$ cat src/rtl/data_mem_bridge.sv
// data_mem_bridge: turns the core's level-style load/store request into a
// valid/ready bus transaction. It also handles RV32 byte lanes, load
// extension, misalignment checks and a bus timeout.
//
// state    | meaning
// ---------+------------------------------------------------------------
// S_IDLE   | waiting for a request from the core; busy low
// S_REQ    | bus_valid high, holding address/strobes until bus_ready
// S_WAIT_R | read accepted, waiting for bus_rvalid
// S_DONE   | one-cycle done pulse, err low
// S_ERR    | one-cycle done pulse with err high (illegal request or timeout)
module data_mem_bridge #(
   parameter int unsigned TIMEOUT_CYCLES = 16,
   parameter int unsigned ADDR_W         = 32
) (
   input  logic              clk,
   input  logic              resetn,
   input  logic              req_read,
   input  logic              req_write,
   input  logic [ADDR_W-1:0] req_addr,
   input  logic [31:0]       req_wdata,
   input  logic [2:0]        req_funct3,
   output logic              busy,
   output logic              done,
   output logic              err,
   output logic [31:0]       rdata,
   output logic              bus_valid,
   input  logic              bus_ready,
   output logic              bus_we,
   output logic [ADDR_W-1:0] bus_addr,
   output logic [3:0]        bus_wstrb,
   output logic [31:0]       bus_wdata,
   input  logic              bus_rvalid,
   input  logic [31:0]       bus_rdata
);

   localparam int unsigned CNT_W = (TIMEOUT_CYCLES < 2) ? 1 : $clog2(TIMEOUT_CYCLES + 1);
   localparam logic [CNT_W-1:0] TO_VAL = CNT_W'(TIMEOUT_CYCLES);

   typedef enum logic [2:0] {
      S_IDLE   = 3'd0,
      S_REQ    = 3'd1,
      S_WAIT_R = 3'd2,
      S_DONE   = 3'd3,
      S_ERR    = 3'd4
   } state_t;

   state_t              r_state;
   state_t              w_state_nxt;
   logic [ADDR_W-1:0]   r_bus_addr;
   logic                r_bus_we;
   logic [3:0]          r_bus_wstrb;
   logic [31:0]         r_bus_wdata;
   logic [2:0]          r_funct3;
   logic [1:0]          r_addr_lo;
   logic [CNT_W-1:0]    r_cnt;
   logic [31:0]         r_rdata;

   logic                w_one_req;
   logic                w_legal;
   logic                w_accept;
   logic [3:0]          w_wstrb;
   logic [31:0]         w_wdata;
   logic [31:0]         w_load;
   logic [7:0]          w_byte;
   logic [15:0]         w_half;
   logic [CNT_W-1:0]    w_cnt_nxt;
   logic                w_timeout;

   assign w_one_req = req_read ^ req_write;
   assign w_accept  = (r_state == S_IDLE) && w_one_req && w_legal;
   assign w_cnt_nxt = r_cnt + CNT_W'(1);
   // A zero parameter turns the timeout off entirely.
   assign w_timeout = (TIMEOUT_CYCLES != 0) && (w_cnt_nxt == TO_VAL);

   // Legality of the request presented in IDLE.
   always_comb begin
      w_legal = 1'b1;
      case (req_funct3)
         3'd0, 3'd4: w_legal = 1'b1;
         3'd1, 3'd5: w_legal = ~req_addr[0];
         3'd2:       w_legal = (req_addr[1:0] == 2'b00);
         default:    w_legal = 1'b0;
      endcase
      // Sub-word unsigned forms only make sense for loads.
      if (req_write && req_funct3[2]) begin
         w_legal = 1'b0;
      end
   end

   // Store lane steering; loads put no strobes on the bus.
   always_comb begin
      w_wstrb = 4'b0000;
      w_wdata = 32'h0;
      if (req_write) begin
         case (req_funct3[1:0])
            2'd0: begin
               w_wstrb = 4'b0001 << req_addr[1:0];
               w_wdata = {4{req_wdata[7:0]}};
            end
            2'd1: begin
               w_wstrb = req_addr[1] ? 4'b1100 : 4'b0011;
               w_wdata = {2{req_wdata[15:0]}};
            end
            default: begin
               w_wstrb = 4'b1111;
               w_wdata = req_wdata;
            end
         endcase
      end
   end

   // Load lane extraction and sign/zero extension.
   always_comb begin
      w_byte = bus_rdata[8*r_addr_lo +: 8];
      w_half = bus_rdata[16*r_addr_lo[1] +: 16];
      case (r_funct3)
         3'd0:    w_load = {{24{w_byte[7]}}, w_byte};
         3'd1:    w_load = {{16{w_half[15]}}, w_half};
         3'd4:    w_load = {24'h0, w_byte};
         3'd5:    w_load = {16'h0, w_half};
         default: w_load = bus_rdata;
      endcase
   end

   // State register.
   always_ff @(posedge clk or negedge resetn) begin
      if (!resetn) begin
         r_state <= S_IDLE;
      end else begin
         r_state <= w_state_nxt;
      end
   end

   // Next-state logic. Bus handshakes win over a timeout landing in the same
   // cycle, since the memory has then already taken the request.
   always_comb begin
      w_state_nxt = r_state;
      case (r_state)
         S_IDLE: begin
            if (req_read && req_write) begin
               w_state_nxt = S_ERR;
            end else if (w_one_req) begin
               w_state_nxt = w_legal ? S_REQ : S_ERR;
            end
         end
         S_REQ: begin
            if (bus_ready) begin
               w_state_nxt = r_bus_we ? S_DONE : S_WAIT_R;
            end else if (w_timeout) begin
               w_state_nxt = S_ERR;
            end
         end
         S_WAIT_R: begin
            if (bus_rvalid) begin
               w_state_nxt = S_DONE;
            end else if (w_timeout) begin
               w_state_nxt = S_ERR;
            end
         end
         S_DONE:  w_state_nxt = S_IDLE;
         S_ERR:   w_state_nxt = S_IDLE;
         default: w_state_nxt = S_IDLE;
      endcase
   end

   // Latch the bus-side request fields when a legal request is accepted.
   always_ff @(posedge clk or negedge resetn) begin
      if (!resetn) begin
         r_bus_addr  <= '0;
         r_bus_we    <= 1'b0;
         r_bus_wstrb <= 4'b0000;
         r_bus_wdata <= 32'h0;
         r_funct3    <= 3'd0;
         r_addr_lo   <= 2'd0;
      end else if (w_accept) begin
         r_bus_addr  <= {req_addr[ADDR_W-1:2], 2'b00};
         r_bus_we    <= req_write;
         r_bus_wstrb <= w_wstrb;
         r_bus_wdata <= w_wdata;
         r_funct3    <= req_funct3;
         r_addr_lo   <= req_addr[1:0];
      end
   end

   // Timeout counter: held at zero in IDLE so it starts clean on entering REQ.
   always_ff @(posedge clk or negedge resetn) begin
      if (!resetn) begin
         r_cnt <= '0;
      end else if (r_state == S_IDLE) begin
         r_cnt <= '0;
      end else if ((r_state == S_REQ) || (r_state == S_WAIT_R)) begin
         r_cnt <= w_cnt_nxt;
      end
   end

   // Load result register, updated only by a completed read.
   always_ff @(posedge clk or negedge resetn) begin
      if (!resetn) begin
         r_rdata <= 32'h0;
      end else if ((r_state == S_WAIT_R) && bus_rvalid) begin
         r_rdata <= w_load;
      end
   end

   assign busy      = (r_state != S_IDLE);
   assign done      = (r_state == S_DONE) || (r_state == S_ERR);
   assign err       = (r_state == S_ERR);
   assign rdata     = r_rdata;
   assign bus_valid = (r_state == S_REQ);
   assign bus_we    = r_bus_we;
   assign bus_addr  = r_bus_addr;
   assign bus_wstrb = r_bus_wstrb;
   assign bus_wdata = r_bus_wdata;

endmodule
$ cat config.mk
export PLATFORM = sky130hd
export DESIGN_NAME = data_mem_bridge
export DESIGN_NICKNAME = d
export VERILOG_FILES = /design/src/rtl/data_mem_bridge.sv
export SDC_FILE = /design/constraint.sdc
export NUM_CORES = 1
export LEC_CHECK = 0
export BUFFER_PORTS_ARGS = -buffer_cell sky130_fd_sc_hd__clkbuf_2
export CAP_MARGIN = 20
export CORE_MARGIN = 4
export CORE_UTILIZATION = 24
export CTS_CLUSTER_DIAMETER = 50
export DETAILED_ROUTE_END_ITERATION = 16
export PLACE_DENSITY = 0.43
export RECOVER_POWER = 50
export SLEW_MARGIN = 10
export SYNTH_ARGS = -nofsm -noshare
export SYNTH_HDL_FRONTEND = slang
export SYNTH_SLANG_ARGS = --single-unit
$ cat constraint.sdc
create_clock -name clk -period 2.1 [get_ports clk]
set_clock_uncertainty 0.05 [all_clocks]
set_input_delay 0.525 -clock clk [delete_from_list [all_inputs] [get_ports clk]]
set_output_delay 0.525 -clock clk [all_outputs]
set_load 0.005 [all_outputs]
* Word level (Yosys, flattened, before mapping)
Index checks and enable logic that the tools add are counted.
** Storage, ports and cells
- Flip-flop bits (word level) :: 112
- Output and inout port bits :: 105
- Logic and storage cells :: 63
** Operators by class
- Multiplexer cells :: 18
- Reduce and logical (&&, ||, !) cells :: 16
- Eq/ne operators :: 14
- Add/sub/neg operators :: 1
- Bitwise gates (word level) :: 2
- Shift-type cells :: 3
** Operators with widths (count)
- $pmux W32 S4 :: 1
- $pmux W32 S2 :: 1
- $mux W32 :: 1
- $shiftx A32 B6 Y16 :: 1
- $shiftx A32 B6 Y8 :: 1
- $mux W3 :: 6
- $eq A3 B3 Y1 const B :: 5
- $mux W5 :: 2
- $eq A3 B1 Y1 const B :: 3
- $eq A3 B2 Y1 const B :: 3
- $logic_not A3 Y1 :: 3
- $pmux W3 S3 :: 1
- $mux W4 :: 2
- $pmux W4 S2 :: 1
- $add A5 B1 Y5 const B :: 1
- $eq A5 B5 Y1 const B :: 1
- $logic_and A1 B1 Y1 :: 5
- $logic_not A2 Y1 :: 2
- $reduce_or A2 Y1 :: 2
- $shl A1 B2 Y4 const A :: 1
- $ne A3 B2 Y1 const B :: 1
- $pmux W1 S3 :: 1
- $reduce_bool A3 Y1 :: 1
- $eq A2 B1 Y1 const B :: 1
- 5 further kinds :: 7

* Depth between registers and ports, before layout
Gate-level depths: netlist of the first run.
- Depth after elaboration :: 8
- Mapped depth :: 7

* Worst setup path before layout of the first run
OpenSTA, ideal clock, no wires.
- Path type :: input-to-reg
- From :: input req_funct3[0]
- To :: register r_bus_addr[10] (netlist: bus_addr[10])
- Cell stages on the path :: 5
- Data arrival time :: 1.694 ns
- Required time :: 1.925 ns
- Setup slack :: 0.232 ns
- Library setup time :: 0.125 ns
- Path through :: clkbuf_1 -> a221oi_2 -> o211ai_2 -> buf_2 -> mux2_2
** Between the ends
- Cells in the longest elaborated chain, start to end :: 5
- Elaborated cells between the ends (all ways) :: 10
- Those cells by class :: 4 x eq/ne; 2 x mux; 4 x reduce/logical
** Ends and longest elaborated chain
- start: declaration :: line 22 : input logic [2:0] req_funct3,
- $eq A3 B1 Y1 (tied with other cells) :: line 79 : case (req_funct3)
- $reduce_or A2 Y1 :: line 79
- $pmux W1 S3 * :: line 79
- $mux W1 * :: line 86 : if (req_write && req_funct3[2]) begin
- $logic_and A1 B1 Y1 * :: line 71 : assign w_accept = (r_state == S_IDLE) && w_one_req && w_legal;
- end signal: assignment :: line 177 : r_bus_addr <= {req_addr[ADDR_W-1:2], 2'b00};
- end: declaration :: line 50 : logic [ADDR_W-1:0] r_bus_addr;
Mark *: on every way between the ends. The rest lies on a longest branch, timed or not.
A chain may end at the register's enable or synchronous reset.

* Worst setup path in the final report of the first run
- From :: register r_state[0]
- To :: output done
** Between the ends
- Cells in the longest elaborated chain, start to end :: 2
- Elaborated cells between the ends (all ways) :: 3
- Those cells by class :: 2 x eq/ne; 1 x reduce/logical
** Ends and longest elaborated chain
- start: declaration :: line 48 : state_t r_state;
- start signal: assignment :: line 131 : r_state <= w_state_nxt;
- $eq A3 B2 Y1 / $eq A3 B3 Y1 (equally long branches) :: line 207 : assign done = (r_state == S_DONE) || (r_state == S_ERR);
- $logic_or A1 B1 Y1 * :: line 207
- end: declaration :: line 24 : output logic done,
Marks and branches as above.

==> out/results.txt, run 1 <==
Fmax - 0.508 GHz
Primary FF master, synth - dfrtp_1
Post-route minimum period - 1.97 ns
PD cells - 1260 nW/µm²
H-Tree Depth - 3
CP required - 1.52 ns
Clk pin slew, worst setup/hold paths - 0.08 ns
Syn Area/Cell - 9.83 µm²
I/O Pins - 210
Layout cell share with drive strength beyond 1 - 38.6%
Class of the worst hold path - input port to async pin
Row cnt - 55
Slew HR - 43.0%
GRT Resource Usage Total - 13.7%
RSZ-0062 raised after global routing - false
Syn-to-layout area delta - 31.8%
YS warnings - 0
Data arrival time of the worst path - 1.39 ns
GR peak layer - met2
Max Cap Viol - 0
Yosys cell types - 52
Status - finished, final reports clean
# diodes - 0
Final hold violations - 0
Met1 usage - 18.1%
Area contributors post-synth - dfrtp_1, mux2_2, nand2_1, o21ai_0, nand3_1
Pleak - 3.47 nW
Area of the mapped netlist - 5530 µm²
Chip height - 160 µm
DRT iter0 DRCs - 217
Highest-count cells in the layout ignoring fill and taps - clkbuf_2, nand2_1, dfrtp_1
ANT nets after route - 0
CTS tree - done
Clk Latency, worst-skew pair - 0.35 ns
Routability congestion estimate - 0.730
Routed wire length - 17.5 mm
Die width - 160 µm
Initial Utilization - 24.4%
Worst-path maximum fanout - 12
CP max stage delay - 0.42 ns
Largest area contributor in the netlist - dfrtp_1
First-pass GRT wire length - 28.1 mm
#FFs+latches synth - 112
Delay-heaviest family, CP - flip-flops
Antenna violations before repair - 0
Num CTS Buffers - 9
Pins Over Slew Limit - 0
Via count - 4872
Fin nets - 875
Post-synth ARST share - 100%
DRC - 0
Commonest non-fill, non-tap cell in the layout - clkbuf_2
CP cell instances - buf_4 > nor3b_2 > o21bai_1 > clkbuf_2
Dpl cell area - 7040 µm²
Pin count of the biggest net entering global routing - 53
Synth Instances - 562
Drt wl/cell - 16.5 µm
Port-buffer cells - 207
Tcrit/Tclk final - 93.7%
CTS Sinks - 112
Vias in the first global route - 5033
M2 GR Usage - 21.6%
CP endpoint kind - primary output
RR Startpoint - r_state[0]$_DFFE_PN0P_
Setup violations, final - 0
Vias per inst - 4.60
Area of the die - 25500 µm²
Core ar. - 22600 µm²
Post-synth EDFFs - 0
Clock Path Buffers - 2
Seq/Total Area, Yosys - 50.7%
Met3 Usage GRT - 4.34%
Overflow left after global routing - 0
Top-area cell type share of the netlist area - 50.7%
DP HPWL - 13.1 mm
First-pass iteration count of the detailed router - 4
Worst vdd ir - 0.443 mV
Root buf cell - clkbuf_16
CP Class - flop to primary output
Worst path buffer plus inverter count - 2
Setup TNS - 0 ns
CP max stage cell - dfrtp_2
CP Launch Type - flop
R2R cell count - 6
Fin area - 7280 µm²
Worst Tran Pin Value - 0.854 ns
Reg2Reg Setup Slack - 0.28 ns
RR Endpoint - rdata[16]$_DFFE_PN0P_
-- flip-flops by register name, indices dropped and copies added, names as in the netlist --
| name | flops |
|---|---|
| bus_wstrb | 4 |
| r_funct3 | 3 |
| r_addr_lo | 2 |
| r_cnt | 5 |
| r_state | 3 |
| bus_wdata | 32 |
| bus_we | 1 |
| rdata | 32 |
| bus_addr | 30 |
-- what timing repair did --
action                                  4_1_cts  5_1_grt
gates resized for setup                       2        1
endpoints found under the setup margin        1        3
hold buffers                                  0        0
hold endpoints to repair                      0        0
setup buffers                                 0        3
-- worst register-to-register path, delay by kind of cell (launching register included) --
kind / cells / cell delay [ns]
AOI/OAI and AO/OA: 1 / 0.35
buffers and inverters: 2 / 0.36
DFF: 1 / 0.42
and+or+nand+nor: 3 / 0.58
-- through the flow --
step	worst slack (ns)	util (%)	hold slack (ns)	std cells	total power [W]
floorplan	0.232	-	0.179	563	0.00572
global placement	0.109	31.1	0.412	1039	0.00763
detailed placement	0.0768	31.1	0.422	1039	0.00765
CTS	0.0401	32.4	0.0741	1055	0.00942
global route	0.0210	32.2	0.290	1058	0.0100
finish	0.133	32.2	0.217	1058	0.00920
-- routing by layer --
layer / part of all wire, % / routed length, µm / up-vias
met5: 0 / 0 / -
met3: 7.5 / 1300 / 14
met4: 1.3 / 223 / 0
met1: 46 / 8100 / 2315
met2: 45 / 7860 / 168
li1: - / - / 2375
-- report_power, final --
group	total (W)	switching, W	internal [W]
Sequential	0.00381	0.000650	0.00316
Combinational	0.00369	0.00187	0.00182
Clock	0.00170	0.000871	0.000828
-- cells by family after synthesis --
| logic type | count (synthesis) | share of synthesized area [%] |
|---|---|---|
| AND/OR/NAND/NOR | 213 | 17.8 |
| AO/OA/AOI/OAI | 115 | 12.6 |
| flip-flops | 112 | 50.7 |
| multiplexers | 70 | 14.3 |
| buffers and inverters | 48 | 3.87 |
| adder cells (fa/ha/maj) | 3 | 0.634 |
| other | 1 | 0.0679 |
-- cells in the mapped netlist (all sizes together) (2+ instances only) --
| cell type | number |
|---|---|
| nand2 | 114 |
| dfrtp | 112 |
| mux2 | 60 |
| o21ai | 59 |
| nand3 | 36 |
| clkbuf | 32 |
| a21oi | 23 |
| nor2 | 20 |
| buf | 14 |
| nor3 | 10 |
| mux2i | 9 |
| nand3b | 9 |
| nand2b | 6 |
| nor3b | 5 |
| o211ai | 5 |
| a22o | 4 |
| nor2b | 4 |
| a211oi | 3 |
| a221o | 2 |
| a31o | 2 |
| a41oi | 2 |
| ha | 2 |
| inv | 2 |
| nand4 | 2 |
| o21a | 2 |
| o21bai | 2 |
| or4 | 2 |
-- layout make-up --
cell class,count,area [µm²]
fill,2419,15400
sequential,112,2810
multi-input combinational,403,2540
timing repair buffer,240,1290
tap,285,357
clock buffer,10,229
clock inverter,6,51.3
inverter,2,7.51
-- worst max-delay path by stage --
stage,start,to,cells after the start,slack [ns]
detailed placement,req_funct3[0],bus_addr[27]$_DFFE_PN0P_,5,0.08
finish,r_state[0]$_DFFE_PN0P_,done,4,0.13
floorplan,req_funct3[0],bus_addr[10]$_DFFE_PN0P_,5,0.23
global placement,req_funct3[0],bus_addr[28]$_DFFE_PN0P_,5,0.11
global route,r_state[0]$_DFFE_PN0P_,done,4,0.02
CTS,r_state[0]$_DFFE_PN0P_,done,4,0.04
Power figures use the tool's default switching activity.
==> inputs of run 2 (changes only) <==
--- a/config.mk
+++ b/config.mk
@@ -5,12 +5,13 @@
 export SDC_FILE = /design/constraint.sdc
 export NUM_CORES = 1
 export LEC_CHECK = 0
-export BUFFER_PORTS_ARGS = -buffer_cell sky130_fd_sc_hd__clkbuf_2
+export BUFFER_PORTS_ARGS = -buffer_cell sky130_fd_sc_hd__buf_2
 export CAP_MARGIN = 20
 export CORE_MARGIN = 4
 export CORE_UTILIZATION = 24
 export CTS_CLUSTER_DIAMETER = 50
 export DETAILED_ROUTE_END_ITERATION = 16
+export GPL_ROUTABILITY_DRIVEN = 0
 export PLACE_DENSITY = 0.43
 export RECOVER_POWER = 50
 export SLEW_MARGIN = 10
==> constraint.sdc (replaced) <==
create_clock -name clk -period 1.85 [get_ports clk]
set_clock_uncertainty 0.05 [all_clocks]
set_input_delay 0.4625 -clock clk [delete_from_list [all_inputs] [get_ports clk]]
set_output_delay 0.4625 -clock clk [all_outputs]
set_load 0.005 [all_outputs]
==> run 2 against run 1 <==
Against the previous run: sequential power grew 12%; largest cell class unchanged; clock power increased by 23%; count of clock-buffer cells in the layout did not move; highest routed layer is now met5; die area unchanged; sequential share of layout area is 1.2 points lower; routed wire length increased by 0.83%; register-to-register slack worse by 0.20 ns.
==> out/results.txt, run 2 (synthesized netlist as in run 1, its figures left out) <==
Chip height - 160 µm
Class of the worst hold path - input port to flop
Fillers - 2380
GRT Resource Usage Total - 13.8%
First-pass iteration count of the detailed router - 4
RSZ-0062 raised after global routing - true
H-Tree Depth - 3
Syn-to-layout area delta - 35.9%
First-pass GRT wire length - 28.4 mm
Antenna violations before repair - 4
Pin count of the biggest net entering global routing - 47
Tcrit/Tclk final - 99.3%
Commonest non-fill, non-tap cell in the layout - buf_2
CP Class - flop to primary output
Core ar. - 22600 µm²
Die width - 160 µm
Status - finished, final reports clean
Final Power - 0.0108 W
Final hold violations - 0
CP cell instances - buf_6 > nor3b_4 > o21bai_1 > buf_2
CP endpoint kind - primary output
PD cells - 1440 nW/µm²
Routed wire length - 17.6 mm
CP max stage delay - 0.44 ns
Data arrival time of the worst path - 1.32 ns
Via count - 4914
Root buf cell - clkbuf_16
Worst Tran Pin Value - 0.530 ns
Drt wl/cell - 16.4 µm
DP HPWL - 13.3 mm
CP max stage cell - dfrtp_2
Area of the die - 25500 µm²
Row cnt - 55
CP Launch Type - flop
I/O Pins - 210
Fmax - 0.544 GHz
Layout cell share with drive strength beyond 1 - 40.1%
Fin Hold WS - 0.265 ns
# diodes - 0
CP required - 1.34 ns
CTS tree - done
Hold Crit Depth - 2
Initial Utilization - 24.4%
Setup TNS - 0 ns
Reg area - 2810 µm²
Fin nets - 893
DRC - 0
Setup violations, final - 0
Vias per inst - 4.57
ANT nets after route - 0
Port-buffer cells - 207
Num CTS Buffers - 9
Pleak - 3.59 nW
Worst vdd ir - 0.481 mV
Clock Path Buffers - 2
Pins Over Slew Limit - 0
Vias in the first global route - 4962
Post-route minimum period - 1.84 ns
Highest-count cells in the layout ignoring fill and taps - buf_2, nand2_1, dfrtp_1
Clk Latency, worst-skew pair - 0.35 ns
CTS Sinks - 112
Multi-input logic area - 2550 µm²
DRT iter0 DRCs - 151
Overflow left after global routing - 0
Worst-path maximum fanout - 5
Slew HR - 64.7%
R2R cell count - 6
Max Cap Viol - 0
Clk pin slew, worst setup/hold paths - 0.08 ns
run 2: final timing paths:
| path | start | to | slack [ns] |
|---|---|---|---|
| worst min register to register | bus_wdata[29]$_DFFE_PN0P_ | bus_wdata[29]$_DFFE_PN0P_ | 0.43 |
| worst min-delay path | req_addr[28] | bus_addr[28]$_DFFE_PN0P_ | 0.26 |
| worst max-delay path | r_state[2]$_DFFE_PN0P_ | done | 0.01 |
| max in group asynchronous | resetn | r_state[1]$_DFFE_PN0P_ | 0.32 |
| min in group asynchronous | resetn | r_addr_lo[1]$_DFFE_PN0P_ | 0.57 |
| worst max register to register | r_state[2]$_DFFE_PN0P_ | rdata[28]$_DFFE_PN0P_ | 0.08 |
run 2: area by class of cell:
| class | instances | share of cell area (%) |
|---|---|---|
| flip-flops and latches | 112 | 37.3 |
| multi-input cells | 403 | 33.9 |
| repair buffers | 258 | 19.9 |
| well taps | 285 | 4.75 |
| clock buffers | 10 | 3.05 |
| clock inverters | 6 | 0.966 |
| inverters | 2 | 0.0999 |
run 2: what timing repair did:
action | 4_1_cts | 5_1_grt
hold buffers | 1 | 0
hold endpoints to repair | 16 | 0
resized for setup | 6 | 1
buffers inserted | 7 | 0
cloned | 0 | 0
pin swaps | 0 | 1
endpoints found under the setup margin | 4 | 17
run 2: worst max-delay path, delay by kind of cell, from the launching register on:
| family | cells | cell delay (ns) |
|---|---|---|
| buffers and inverters | 2 | 0.25 |
| flip-flops | 1 | 0.44 |
| AND/OR/NAND/NOR | 1 | 0.14 |
| AO/OA/AOI/OAI | 1 | 0.15 |
run 2: per-stage QoR:
step | instances | util (%) | area (µm²) | setup slack (ns)
after floorplan | 563 | - | 5530 | 0.0442
after global placement | 1052 | 31.6 | 7170 | -0.0352
after detailed placement | 1052 | 31.6 | 7170 | -0.0519
after CTS | 1076 | 33.4 | 7550 | -0.0178
after global routing | 1076 | 33.2 | 7510 | -0.0936
final | 1076 | 33.2 | 7510 | 0.0134
run 2: power breakdown:
| part | switching (W) | leakage, nW | internal, W | total, W |
|---|---|---|---|---|
| clock | 0.00102 | 0.144 | 0.00108 | 0.00209 |
| combinational | 0.00221 | 2.05 | 0.00225 | 0.00445 |
| sequential | 0.000669 | 1.40 | 0.00358 | 0.00425 |
| total | 0.00389 | 3.59 | 0.00690 | 0.0108 |
run 2: per-layer routing:
layer  share of wire, %  vias up  GRT usage, %
met5               0.31        -             0
met3                7.8       21          4.52
met1                 45     2312          18.8
met4                1.4        8          4.02
met2                 45      162          21.1
li1                   -     2411             -
==> inputs of run 3 (changes only) <==
==> constraint.sdc (replaced) <==
create_clock -name clk -period 1.85 [get_ports clk]
set_clock_uncertainty 0.05 [all_clocks]
set_input_delay 0.4625 -clock clk [delete_from_list [all_inputs] [get_ports clk]]
set_output_delay 0.4625 -clock clk [all_outputs]
set_load 0.05 [all_outputs]
==> run 3 against run 2 <==
Against the previous run: the flow now finishes with violations (negative setup slack); routed wire length is 0.16% higher; sequential power is 1% higher; clock power is 3% lower; non-clock buffer count is 4 higher; cell area is 0.20% lower; die area stayed put; first-iteration DRC count is 39% higher; fmax is 3.6% lower; via count is 2.1% higher; total power is 35% higher; count of clock-buffer cells in the layout stayed put; critical path type unchanged; critical endpoint unchanged; largest cell class unchanged.
==> out/results.txt, run 3 (synthesized netlist as in run 1, its figures left out) <==
Status - finished with violations
Violated checks - negative setup slack
PD cells - 1950 nW/µm²
CP max stage cell - dfrtp_2
DP HPWL - 13.6 mm
Syn-to-layout area delta - 35.7%
Via count - 5019
Post-route setup slack - -0.0561 ns
Worst Tran Pin Value - 0.629 ns
Port-buffer cells - 207
Multi-input logic area - 2560 µm²
Reg area - 2810 µm²
Class of the worst hold path - input port to flop
Max Cap Viol - 0
Vias in the first global route - 5059
CP required - 1.34 ns
Commonest non-fill, non-tap cell in the layout - buf_2
Row cnt - 55
Post-route minimum period - 1.91 ns
Clk Latency, worst-skew pair - 0.35 ns
Chip height - 160 µm
RR Startpoint - r_state[0]$_DFFE_PN0P_
First-pass iteration count of the detailed router - 4
CP Launch Type - flop
Area of the die - 25500 µm²
Worst-path maximum fanout - 5
Vias per inst - 4.65
DRC - 0
Die width - 160 µm
Pleak - 3.55 nW
Pre-CTS setup slack - -0.115 ns
Clk pin slew, worst setup/hold paths - 0.07 ns
H-Tree Depth - 3
CP Class - flop to primary output
Data arrival time of the worst path - 1.39 ns
Overflow left after global routing - 0
Core ar. - 22600 µm²
Worst vdd ir - 0.899 mV
Drt wl/cell - 16.3 µm
CP max stage delay - 0.43 ns
CP cell instances - buf_12 > nor3b_4 > o21bai_4 > buf_6
Slew HR - 58.2%
Setup violations, final - 3
GRT Resource Usage Total - 13.6%
CP endpoint kind - primary output
Routed wire length - 17.7 mm
Fillers - 2404
Fin nets - 897
Pins Over Slew Limit - 0
Setup crit start - r_state[0]$_DFFE_PN0P_
Final hold violations - 0
Reg2Reg Setup Slack - 0.07 ns
CTS Sinks - 112
Initial Utilization - 24.4%
Root buf cell - clkbuf_16
Highest-count cells in the layout ignoring fill and taps - buf_2, nand2_1, dfrtp_1
DRT iter0 DRCs - 210
First-pass GRT wire length - 28.0 mm
R2R cell count - 7
Antenna violations before repair - 2
CTS tree - done
Tcrit/Tclk final - 103%
RSZ-0062 raised after global routing - true
CP endpoint - done
Layout cell share with drive strength beyond 1 - 39.2%
Num CTS Buffers - 9
Clock Path Buffers - 2
I/O Pins - 210
Pin count of the biggest net entering global routing - 37
ANT nets after route - 0
Fmax - 0.525 GHz
# diodes - 0
RR Endpoint - rdata[22]$_DFFE_PN0P_
Final cell utilization of the core - 33.1%
run 3: repair_timing:
action                                 in CTS  in global routing
cloned                                      0                  0
pin swaps                                   2                  1
endpoints found under the hold margin      18                  0
resized for setup                           6                  6
setup endpoints to repair                   4                 33
hold buffers                                1                  0
buffers inserted                            5                  2
run 3: per-layer routing:
metal,share of wire (%),wire [µm],track usage [%]
met5,0.22,38,0
met4,1.5,258,3.47
met3,7.3,1290,4.08
met2,46,8170,22.1
met1,45,7900,17.6
run 3: worst min path at each step:
stage | start | end | depth (start not counted)
floorplan | resetn | bus_addr[10]$_DFFE_PN0P_ | 0
global placement | resetn | r_cnt[1]$_DFFE_PN0P_ | 1
detailed placement | resetn | rdata[24]$_DFFE_PN0P_ | 1
CTS | req_addr[27] | bus_addr[27]$_DFFE_PN0P_ | 2
global route | req_addr[17] | bus_addr[17]$_DFFE_PN0P_ | 2
finish | req_addr[27] | bus_addr[27]$_DFFE_PN0P_ | 2
run 3: metrics by stage:
stage / power [W] / instances / setup TNS [ns] / instance area, µm² / hold WS, ns
after CTS: 0.0149 / 1078 / -0.156 / 7560 / 0.260
after global placement: 0.0126 / 1056 / -2.19 / 7200 / 0.369
after detailed placement: 0.0126 / 1056 / -3.14 / 7200 / 0.366
after global routing: 0.0155 / 1080 / -0.397 / 7500 / 0.266
final: 0.0146 / 1080 / -0.0875 / 7500 / 0.279
after floorplan: 0.0103 / 563 / -0.162 / 5560 / 0.117
run 3: final cells by class:
class	instances	area share [%]
repair buffers	262	19.5
flip-flops and latches	112	37.4
inverters	2	0.100
clock buffers	10	3.05
multi-input cells	403	34.2
well taps	285	4.76
clock inverters	6	0.985
run 3: critical path: cells and delay by family (launching register included):
family	cells	cell delay (ns)
AOI/OAI and AO/OA	1	0.15
buffers and inverters	2	0.31
DFF	1	0.43
and+or+nand+nor	1	0.17
run 3: report_power, final:
| group | total (W) | internal, W | switching (W) |
|---|---|---|---|
| registers | 0.00431 | 0.00359 | 0.000725 |
| logic | 0.00825 | 0.00228 | 0.00596 |
| clock network | 0.00203 | 0.00107 | 0.000961 |
